### config.mk
export PLATFORM = sky130hd
export DESIGN_NAME = disparity_cost_wta_flat
export DESIGN_NICKNAME = d
export VERILOG_FILES = /design/src/rtl/disparity_cost_wta_if.sv /design/src/rtl/disparity_cost_wta.sv /design/src/flat_wrapper.sv
export SDC_FILE = /design/constraint.sdc
export NUM_CORES = 2
export LEC_CHECK = 0
export ABC_AREA = 1
export CAP_MARGIN = 0
export CORE_MARGIN = 4
export CORE_UTILIZATION = 50
export DETAILED_ROUTE_END_ITERATION = 8
export GPL_ROUTABILITY_DRIVEN = 0
export MAX_ROUTING_LAYER = met4
export PLACE_DENSITY = 0.67
export SYNTH_ARGS = -nofsm -noshare
export SYNTH_HDL_FRONTEND = slang
export SYNTH_SLANG_ARGS = --single-unit
### constraint.sdc
create_clock -name clk -period 58.4 [get_ports clk]
set_input_delay 11.68 -clock clk [delete_from_list [all_inputs] [get_ports clk]]
set_output_delay 11.68 -clock clk [all_outputs]
set_load 0.1 [all_outputs]
### src/rtl/disparity_cost_wta_if.sv
// Stream interface for the disparity cost / winner-take-all stage.
// The master side drives the synchronised left/right pixel stream and observes
// the delayed costs, winner and timing; the slave side is the datapath itself.
interface disparity_cost_wta_if #(
    parameter int PX_WIDTH = 8,
    parameter int MAX_DISP = 16,
    parameter int DISP_W   = 4
);
    logic                         de_in;
    logic                         h_sync_in;
    logic                         v_sync_in;
    logic [PX_WIDTH-1:0]          pixel_left;
    logic [PX_WIDTH-1:0]          pixel_right;

    logic                         de_out;
    logic                         h_sync_out;
    logic                         v_sync_out;
    logic [MAX_DISP*PX_WIDTH-1:0] cost_out;
    logic [DISP_W-1:0]            disp_out;
    logic [PX_WIDTH-1:0]          min_cost_out;

    modport master (
        output de_in, h_sync_in, v_sync_in, pixel_left, pixel_right,
        input  de_out, h_sync_out, v_sync_out, cost_out, disp_out, min_cost_out
    );

    modport slave (
        input  de_in, h_sync_in, v_sync_in, pixel_left, pixel_right,
        output de_out, h_sync_out, v_sync_out, cost_out, disp_out, min_cost_out
    );
endinterface

### src/rtl/disparity_cost_wta.sv
// Absolute-difference matching costs over MAX_DISP disparities followed by a
// pipelined winner-take-all comparator tree. Fixed latency of 2 + DISP_W
// cycles, one pixel per clock, no back-pressure.
module disparity_cost_wta #(
    parameter int PX_WIDTH  = 8,
    parameter int MAX_DISP  = 16,
    parameter int DISP_W    = 4,
    parameter int COL_WIDTH = 11
) (
    input  logic clk,
    input  logic rst,
    disparity_cost_wta_if.slave bus
);

    localparam int LAT    = 2 + DISP_W;
    localparam int NODES  = MAX_DISP - 1;
    localparam int CW     = MAX_DISP * PX_WIDTH;
    localparam logic [PX_WIDTH-1:0]  COST_MAX = '1;
    localparam logic [COL_WIDTH-1:0] COL_MAX  = '1;

    // |a - b| formed in PX_WIDTH+1 signed bits; the magnitude always fits
    // back into PX_WIDTH so the truncation loses nothing.
    function automatic logic [PX_WIDTH-1:0] abs_diff(input logic [PX_WIDTH-1:0] a,
                                                     input logic [PX_WIDTH-1:0] b);
        logic signed [PX_WIDTH:0] diff;
        diff = $signed({1'b0, a}) - $signed({1'b0, b});
        return PX_WIDTH'((diff < 0) ? -diff : diff);
    endfunction

    logic [COL_WIDTH-1:0] col_cnt;
    logic                 de_prev;

    logic [PX_WIDTH-1:0]  left_p1;
    logic [PX_WIDTH-1:0]  hist_p1 [MAX_DISP];
    logic                 de_p1;
    logic                 h_sync_p1;
    logic                 v_sync_p1;
    logic [COL_WIDTH-1:0] col_p1;

    logic [PX_WIDTH-1:0]  cost_p2 [MAX_DISP];
    logic [CW-1:0]        cost_flat_p2;

    logic [LAT-2:0]       de_dly;
    logic [LAT-2:0]       h_sync_dly;
    logic [LAT-2:0]       v_sync_dly;

    logic [CW-1:0]        cost_dly  [DISP_W];
    logic [PX_WIDTH-1:0]  tree_cost [NODES];
    logic [DISP_W-1:0]    tree_idx  [NODES];
    logic [PX_WIDTH-1:0]  node_cost [2*MAX_DISP-1];
    logic [DISP_W-1:0]    node_idx  [2*MAX_DISP-1];

    // Column counter: position of the next active pixel within the line.
    // Cleared during vertical blanking and on the falling edge of de.
    always_ff @(posedge clk or posedge rst) begin
        if (rst) begin
            col_cnt <= '0;
            de_prev <= 1'b0;
        end else begin
            de_prev <= bus.de_in;
            if (bus.v_sync_in) begin
                col_cnt <= '0;
            end else if (bus.de_in) begin
                if (col_cnt != COL_MAX) begin
                    col_cnt <= col_cnt + COL_WIDTH'(1);
                end
            end else if (de_prev) begin
                col_cnt <= '0;
            end
        end
    end

    // Stage 1: register the pixel, timing and column; shift the right-pixel
    // history only on active cycles so blanking does not disturb it.
    always_ff @(posedge clk or posedge rst) begin
        if (rst) begin
            left_p1   <= '0;
            de_p1     <= 1'b0;
            h_sync_p1 <= 1'b0;
            v_sync_p1 <= 1'b1;
            col_p1    <= '0;
            for (int d = 0; d < MAX_DISP; d++) begin
                hist_p1[d] <= '0;
            end
        end else begin
            left_p1   <= bus.pixel_left;
            de_p1     <= bus.de_in;
            h_sync_p1 <= bus.h_sync_in;
            v_sync_p1 <= bus.v_sync_in;
            col_p1    <= col_cnt;
            if (bus.de_in) begin
                hist_p1[0] <= bus.pixel_right;
                for (int d = MAX_DISP - 1; d > 0; d--) begin
                    hist_p1[d] <= hist_p1[d-1];
                end
            end
        end
    end

    // Stage 2: per-disparity cost; disparities reaching left of the image
    // edge, and inactive cycles, get the maximum cost so they never win.
    always_ff @(posedge clk or posedge rst) begin
        if (rst) begin
            for (int d = 0; d < MAX_DISP; d++) begin
                cost_p2[d] <= COST_MAX;
            end
        end else begin
            for (int d = 0; d < MAX_DISP; d++) begin
                if (de_p1 && (col_p1 >= COL_WIDTH'(d))) begin
                    cost_p2[d] <= abs_diff(left_p1, hist_p1[d]);
                end else begin
                    cost_p2[d] <= COST_MAX;
                end
            end
        end
    end

    // Pack the stage-2 costs into the output slice layout.
    always_comb begin
        cost_flat_p2 = '0;
        for (int d = 0; d < MAX_DISP; d++) begin
            cost_flat_p2[d*PX_WIDTH +: PX_WIDTH] = cost_p2[d];
        end
    end

    // Timing signals ride a plain shift register from stage 1 to the output.
    always_ff @(posedge clk or posedge rst) begin
        if (rst) begin
            de_dly     <= '0;
            h_sync_dly <= '0;
            v_sync_dly <= '1;
        end else begin
            de_dly[0]     <= de_p1;
            h_sync_dly[0] <= h_sync_p1;
            v_sync_dly[0] <= v_sync_p1;
            for (int i = LAT - 2; i > 0; i--) begin
                de_dly[i]     <= de_dly[i-1];
                h_sync_dly[i] <= h_sync_dly[i-1];
                v_sync_dly[i] <= v_sync_dly[i-1];
            end
        end
    end

    // Full cost vector is delayed one register per tree level so it lines up
    // with the winner at the output.
    always_ff @(posedge clk or posedge rst) begin
        if (rst) begin
            for (int i = 0; i < DISP_W; i++) begin
                cost_dly[i] <= '1;
            end
        end else begin
            cost_dly[0] <= cost_flat_p2;
            for (int i = DISP_W - 1; i > 0; i--) begin
                cost_dly[i] <= cost_dly[i-1];
            end
        end
    end

    // Heap view of the tree: nodes 0..NODES-1 are registered comparators,
    // nodes NODES.. are the stage-2 leaves. Children of node i are 2i+1 and
    // 2i+2, and the left child always covers the lower disparities.
    always_comb begin
        for (int i = 0; i < 2*MAX_DISP - 1; i++) begin
            node_cost[i] = COST_MAX;
            node_idx[i]  = '0;
        end
        for (int i = 0; i < NODES; i++) begin
            node_cost[i] = tree_cost[i];
            node_idx[i]  = tree_idx[i];
        end
        for (int d = 0; d < MAX_DISP; d++) begin
            node_cost[NODES+d] = cost_p2[d];
            node_idx[NODES+d]  = DISP_W'(d);
        end
    end

    // Stages 3..2+DISP_W: each comparator level is one register stage. The
    // right (higher-index) child wins only on a strictly smaller cost, which
    // makes ties resolve to the smallest disparity.
    always_ff @(posedge clk or posedge rst) begin
        if (rst) begin
            for (int i = 0; i < NODES; i++) begin
                tree_cost[i] <= COST_MAX;
                tree_idx[i]  <= '0;
            end
        end else begin
            for (int i = 0; i < NODES; i++) begin
                if (node_cost[2*i+2] < node_cost[2*i+1]) begin
                    tree_cost[i] <= node_cost[2*i+2];
                    tree_idx[i]  <= node_idx[2*i+2];
                end else begin
                    tree_cost[i] <= node_cost[2*i+1];
                    tree_idx[i]  <= node_idx[2*i+1];
                end
            end
        end
    end

    assign bus.de_out       = de_dly[LAT-2];
    assign bus.h_sync_out   = h_sync_dly[LAT-2];
    assign bus.v_sync_out   = v_sync_dly[LAT-2];
    assign bus.cost_out     = cost_dly[DISP_W-1];
    assign bus.disp_out     = tree_idx[0];
    assign bus.min_cost_out = tree_cost[0];

endmodule

### src/flat_wrapper.sv
// flat-port wrapper written by rule: the top's interface ports become plain ports
module disparity_cost_wta_flat 
#(
    parameter int PX_WIDTH  = 8,
    parameter int MAX_DISP  = 16,
    parameter int DISP_W    = 4,
    parameter int COL_WIDTH = 11
)
  (clk, rst, bus_de_in, bus_h_sync_in, bus_v_sync_in, bus_pixel_left, bus_pixel_right, bus_de_out, bus_h_sync_out, bus_v_sync_out, bus_cost_out, bus_disp_out, bus_min_cost_out);
  disparity_cost_wta_if #(.PX_WIDTH(PX_WIDTH), .MAX_DISP(MAX_DISP), .DISP_W(DISP_W)) bus_i ();
  input  logic clk;
  input  logic rst;
  input wire logic [$bits(bus_i.de_in)-1:0] bus_de_in;
  input wire logic [$bits(bus_i.h_sync_in)-1:0] bus_h_sync_in;
  input wire logic [$bits(bus_i.v_sync_in)-1:0] bus_v_sync_in;
  input wire logic [$bits(bus_i.pixel_left)-1:0] bus_pixel_left;
  input wire logic [$bits(bus_i.pixel_right)-1:0] bus_pixel_right;
  output wire logic [$bits(bus_i.de_out)-1:0] bus_de_out;
  output wire logic [$bits(bus_i.h_sync_out)-1:0] bus_h_sync_out;
  output wire logic [$bits(bus_i.v_sync_out)-1:0] bus_v_sync_out;
  output wire logic [$bits(bus_i.cost_out)-1:0] bus_cost_out;
  output wire logic [$bits(bus_i.disp_out)-1:0] bus_disp_out;
  output wire logic [$bits(bus_i.min_cost_out)-1:0] bus_min_cost_out;
  assign bus_i.de_in = bus_de_in;
  assign bus_i.h_sync_in = bus_h_sync_in;
  assign bus_i.v_sync_in = bus_v_sync_in;
  assign bus_i.pixel_left = bus_pixel_left;
  assign bus_i.pixel_right = bus_pixel_right;
  assign bus_de_out = bus_i.de_out;
  assign bus_h_sync_out = bus_i.h_sync_out;
  assign bus_v_sync_out = bus_i.v_sync_out;
  assign bus_cost_out = bus_i.cost_out;
  assign bus_disp_out = bus_i.disp_out;
  assign bus_min_cost_out = bus_i.min_cost_out;
  disparity_cost_wta #(.PX_WIDTH(PX_WIDTH), .MAX_DISP(MAX_DISP), .DISP_W(DISP_W), .COL_WIDTH(COL_WIDTH)) u_core (.clk(clk), .rst(rst), .bus(bus_i));
endmodule
# Word level (Yosys, flattened, before mapping)
# Cells that the tools add are included.
[word_totals]
reg_bits = 985
inputBits = 21
wordCells = 241
[op_classes]
n_addsub = 33
magnitude_cmp = 47
eq_ne = 2
n_mux = 66
reduce_logical = 18
[ops]
columns = ["cell", "count"]
rows = [
  ["two-way mux 8 bit", 47],
  ["less-than comparator 9 x 1 -> 1 bit, second input constant", 16],
  ["subtractor 8 x 8 -> 9 bit", 16],
  ["negator 8 bit", 16],
  ["less-than comparator 8 bit", 15],
  [">= comparator 11 x 4 -> 1 bit, second input constant", 8],
  [">= comparator 11 x 3 -> 1 bit, second input constant", 4],
  ["two-way mux 11 bit", 4],
  [">= comparator 11 x 1 -> 1 bit, second input constant", 2],
  [">= comparator 11 x 2 -> 1 bit, second input constant", 2],
  ["two-way mux 4 bit", 5],
  ["logical AND 1 bit", 16],
  ["adder 11 x 1 -> 11 bit, second input constant", 1],
  ["inequality test 11 bit, second input constant", 1],
  ["two-way mux 1 bit", 8],
  ["two-way mux 3 bit", 1],
  ["inequality test 3 x 1 -> 1 bit, second input constant", 1],
  ["nonzero test 3 bit", 1],
  ["two-way mux 2 bit", 1],
  ["AND reduction 2 bit", 1],
]

# Depth between registers and ports, before layout
[depth]
ltp_word = 4
mapped_depth = 15
ltp_nobuf = 15

# Least setup slack after synthesis
# No wires, ideal clock.
[synth_path]
path_type = "input port to flip-flop"
startpoint = "in bus_de_in"
endpoint = "reg u_core.col_cnt[9]"
setup_time_ps = 113
arrival_ps = 12488
t_required_ps = 58287
setup_slack_ps = 45799
stages = 9
path_buffers = 2
cell_sequence = "buf_4 inv_1 buf_2 nor2_1 nand3_1 nand3_1 nand2_1 nand2_1 inv_1"
[synth_via]
elab_chain_cells = 2
[synth_lines]
columns = ["element", "line", "text"]
rows = [
  ["from (decl)", "flat_wrapper.sv:13", "input wire logic [$bits(bus_i.de_in)-1:0] bus_de_in;"],
  ["inequality test 3 x 1 -> 1 bit (no line) (tied with other cells)", "n/a", ""],
  ["AND reduction 2 bit (no line) or two-way mux 11 bit (tied branches)", "n/a", ""],
  ["to (signal assigned)", "disparity_cost_wta.sv:65", "col_cnt <= col_cnt + COL_WIDTH'(1);"],
  ["to (decl)", "disparity_cost_wta.sv:30", "logic [COL_WIDTH-1:0] col_cnt;"],
]
# Several ways; a longest one is shown, not always the timed one.
# A chain may end at the register's enable or synchronous reset.

==> flow_metrics.py <==
metrics = {
    "status": {
        "status": "finished clean",
    },
    "floorplanning": {
        "die-height_um": 300.0,
        "io_pins": 164,
        "initial_core_util_pct": 50.69,
        "die_width_um": 300.0,
        "die_area_um2": 89980,
        "rows": 106,
        "core_area_um2": 84090,
    },
    "logic_synthesis": {
        "synth_cell_type_count": 46,
        "yosys_warnings": 0,
        "ys_ff_latch": 967,
        "syn_area_per_cell_um2": 9.921,
        "synth_cells": 4296,
        "yosysTopAreaCellShare_pct": 47.22,
        "syn_area_um2": 42620,
        "synth_ff_type": "dfstp_2",
        "synth_edf_count": 0,
        "synth_area_leaders": "dfstp_2 (47%), dfrtp_1 (12%), nand2_1 (11%)",
        "synth_top_area_cell": "dfstp_2",
        "synth_nets": 4583,
        "ys_async_sr_fraction_pct": 100.0,
        "synth-seq-area-share_pct": 59.02,
    },
    "timing": {
        "drv_slew": 0,
        "slew_headroom_pct": 25.11,
        "worstMarginPinSlew_ps": 1123,
        "finalSetupViolCount": 0,
        "hold_viol": 0,
        "rsz0062_at_grt": "no",
        "finalClockSkew_ps": 28.46,
        "tns_ps": 0,
        "finalCriticalPeriod_ps": 14960,
        "setup_ws_ps": 43440,
        "fmaxAchievable_ghz": 0.06687,
        "timing.final.crit_share_pct": 25.61,
    },
    "setup_path": {
        "cp_slowest_stage_delay_ps": 890,
        "path_common_cell": "buf_4",
        "r2r_setup_slack_ps": 54970,
        "cp_top_family": "buffers and inverters",
        "worstPathRequired_ps": 59040,
        "slowest_stage": "buf_4",
        "critical_path_peak_fanout": 128,
        "crit_arrival_ps": 15600,
        "timing.critical_path.to_type": "async pin",
        "worstPathCellList": "clkdlybuf4s50_1 > inv_8 > buf_4 > buf_4 > buf_4",
        "path_class": "primary input to async pin",
        "cp-start-kind": "primary input",
        "crit_buf_inv": 5,
    },
    "clocking": {
        "htree_levels": 3,
        "clk_pin_slew_worst_paths_ps": 60,
        "cts_hold_buf": 0,
        "insertion_delay_ps": 650,
        "cts_tree": "yes",
        "clockBufferDepth": 3,
        "cts_setup_buffers": 0,
        "cts_resized": 0,
        "clock-sinks": 967,
        "cts_buffers": 96,
        "cts_root_buffer": "clkbuf_16",
    },
    "global_routing": {
        "grt_pass1_wl_um": 135900,
        "grt-ovfl-total": 0,
        "grt_pass1_vias": 26630,
        "met3_usage_pct": 3.192,
        "use_met1_pct": 25.71,
        "top_usage_layer": "met2",
        "grt.total_usage_pct": 19.12,
        "met2_usage_pct": 30.42,
        "grt_max_degree": 192,
        "antenna_found_initial": 0,
    },
    "cells_and_area": {
        "drive_gt1_share_pct": 22.60,
        "utilization_pct": 57.01,
        "multi_input_area_um2": 13990,
        "final_cell_mix": "nand2_1 (1266), dfstp_2 (766), inv_1 (543)",
        "fillers": 7064,
        "seq_area_um2": 25160,
        "antenna_cells": 0,
        "final_cells": 5586,
        "nets": 4659,
        "area_delta_synth_final_pct": 12.47,
        "layout_commonest_cell": "nand2_1",
    },
    "power_and_ir_drop": {
        "vdd.ir_drop.worst_mv": 0.04288,
        "powerDensity_nw_per_um2": 39.30,
        "p_leak_nw": 23.16,
    },
    "routing": {
        "wire_per_inst_um": 14.81,
        "drc_errors": 0,
        "drt-vias-per-instance": 4.859,
        "num_vias": 27140,
        "final_antenna_net_count": 0,
        "first_pass_iters": 5,
        "drt-initial-drc-count": 1561,
        "drt_wl_total_um": 82750,
    },
    "worst_hold_path": {
        "worstHoldPathType": "register to register",
    },
    "run": {
        "cap_violations": 0,
    },
    "placed_design": {
        "dpl_worst_slack_ps": 42590,
        "dp_hpwl_um": 58520,
        "portBuffers": 163,
        "dp_cells": 5408,
    },
}
synthesized netlist by cell type (9+ instances only):
master / number
and2_1: 12
nand4_1: 48
nand3_1: 313
xnor2_1: 11
inv_1: 544
a21oi_1: 112
a21o_1: 12
o211ai_1: 27
buf_2: 17
nor3_1: 9
a21oi_2: 9
dfstp_2: 766
xor2_1: 35
clkbuf_1: 31
fa_1: 16
o21a_1: 22
inv_2: 9
o21ai_0: 152
nand2_1: 1266
ha_1: 250
nor3_2: 10
nor2_1: 155
dfrtp_1: 201
nand3b_1: 54
buf_4: 153
worst reg2reg max path, delay by kind of cell (launching register included):
family | cells | cell delay, ps
and+or+nand+nor | 9 | 1340
buffers and inverters | 3 | 920
adders and majority gates | 2 | 720
DFF | 1 | 350
power by group:
part | internal (W) | switching (W) | total, W
Sequential | 0.000748 | 0.0000339 | 0.000782
Combinational | 0.000140 | 0.000303 | 0.000444
Clock | 0.000400 | 0.000258 | 0.000659
sequential cells by signal, indices dropped and copies added, names as in the netlist:
register                 cells
u_core.node_cost           112
u_core.col_cnt              11
u_core.col_p1               11
u_core.left_p1               8
u_core.node_idx             27
u_core.h_sync_dly            5
u_core.de_prev               1
u_core.v_sync_dly            5
u_core.bus.disp_out          4
u_core.de_dly                5
u_core.cost_dly            384
u_core.bus.min_cost_out      8
u_core.v_sync_p1             1
u_core.cost_flat_p2        128
u_core.bus.cost_out        128
u_core.hist_p1             128
u_core.h_sync_p1             1
metrics by stage:
| stage | power (W) | area [µm²] | hold slack, ps |
|---|---|---|---|
| 6_report | 0.001884 | 47940 | 343.4 |
| 2_1_floorplan | 0.001135 | 42620 | 331.2 |
| 5_1_grt | 0.002003 | 47940 | 350.1 |
| 3_5_place_dp | 0.001234 | 44460 | 334.7 |
| 3_3_place_gp | 0.001222 | 44460 | 332.3 |
| 4_1_cts | 0.001906 | 47940 | 348.5 |
cell type report:
| type | instances | share of cell area (%) |
|---|---|---|
| Tap cell | 1134 | 2.960 |
| Sequential cell | 967 | 52.48 |
| Clock inverter | 48 | 1.514 |
| Clock buffer | 130 | 5.747 |
| Inverter | 561 | 4.408 |
| Multi-Input combinational cell | 2565 | 29.18 |
| Timing Repair Buffer | 181 | 3.714 |
final timing paths:
| kind | startpoint | endpoint | cells past startpoint |
|---|---|---|---|
| max | rst | u_core.node_idx[92]$_DFF_PP0_ | 5 |
| max in group clk | u_core.bus.cost_out[124]$_DFF_PP1_ | bus_cost_out[124] | 1 |
| min | u_core.h_sync_p1$_DFF_PP0_ | u_core.h_sync_dly[0]$_DFF_PP0_ | 0 |
| max reg2reg | u_core.left_p1[0]$_DFF_PP0_ | u_core.cost_flat_p2[93]$_DFF_PP1_ | 14 |
| min in group asynchronous | rst | u_core.hist_p1[32]$_DFFE_PP0P_ | 2 |
| min reg2reg | u_core.h_sync_p1$_DFF_PP0_ | u_core.h_sync_dly[0]$_DFF_PP0_ | 0 |
layer usage:
layer	wire length [µm]	vias to the layer above
met5	0	-
met4	2000	0
met3	3627	161
met2	38770	449
met1	38350	12910
li1	-	13620
cell families after synthesis:
group           count (synthesis)  synth area share (%)
compound gates                362                 4.905
xor+xnor                       46                0.9453
fa+ha+maj                     266                 8.091
buf+inv                       764                 8.161
flops                         967                 59.02
other cells                     1              0.008799
simple gates                 1890                 18.86
Power figures use the tool's default switching activity.
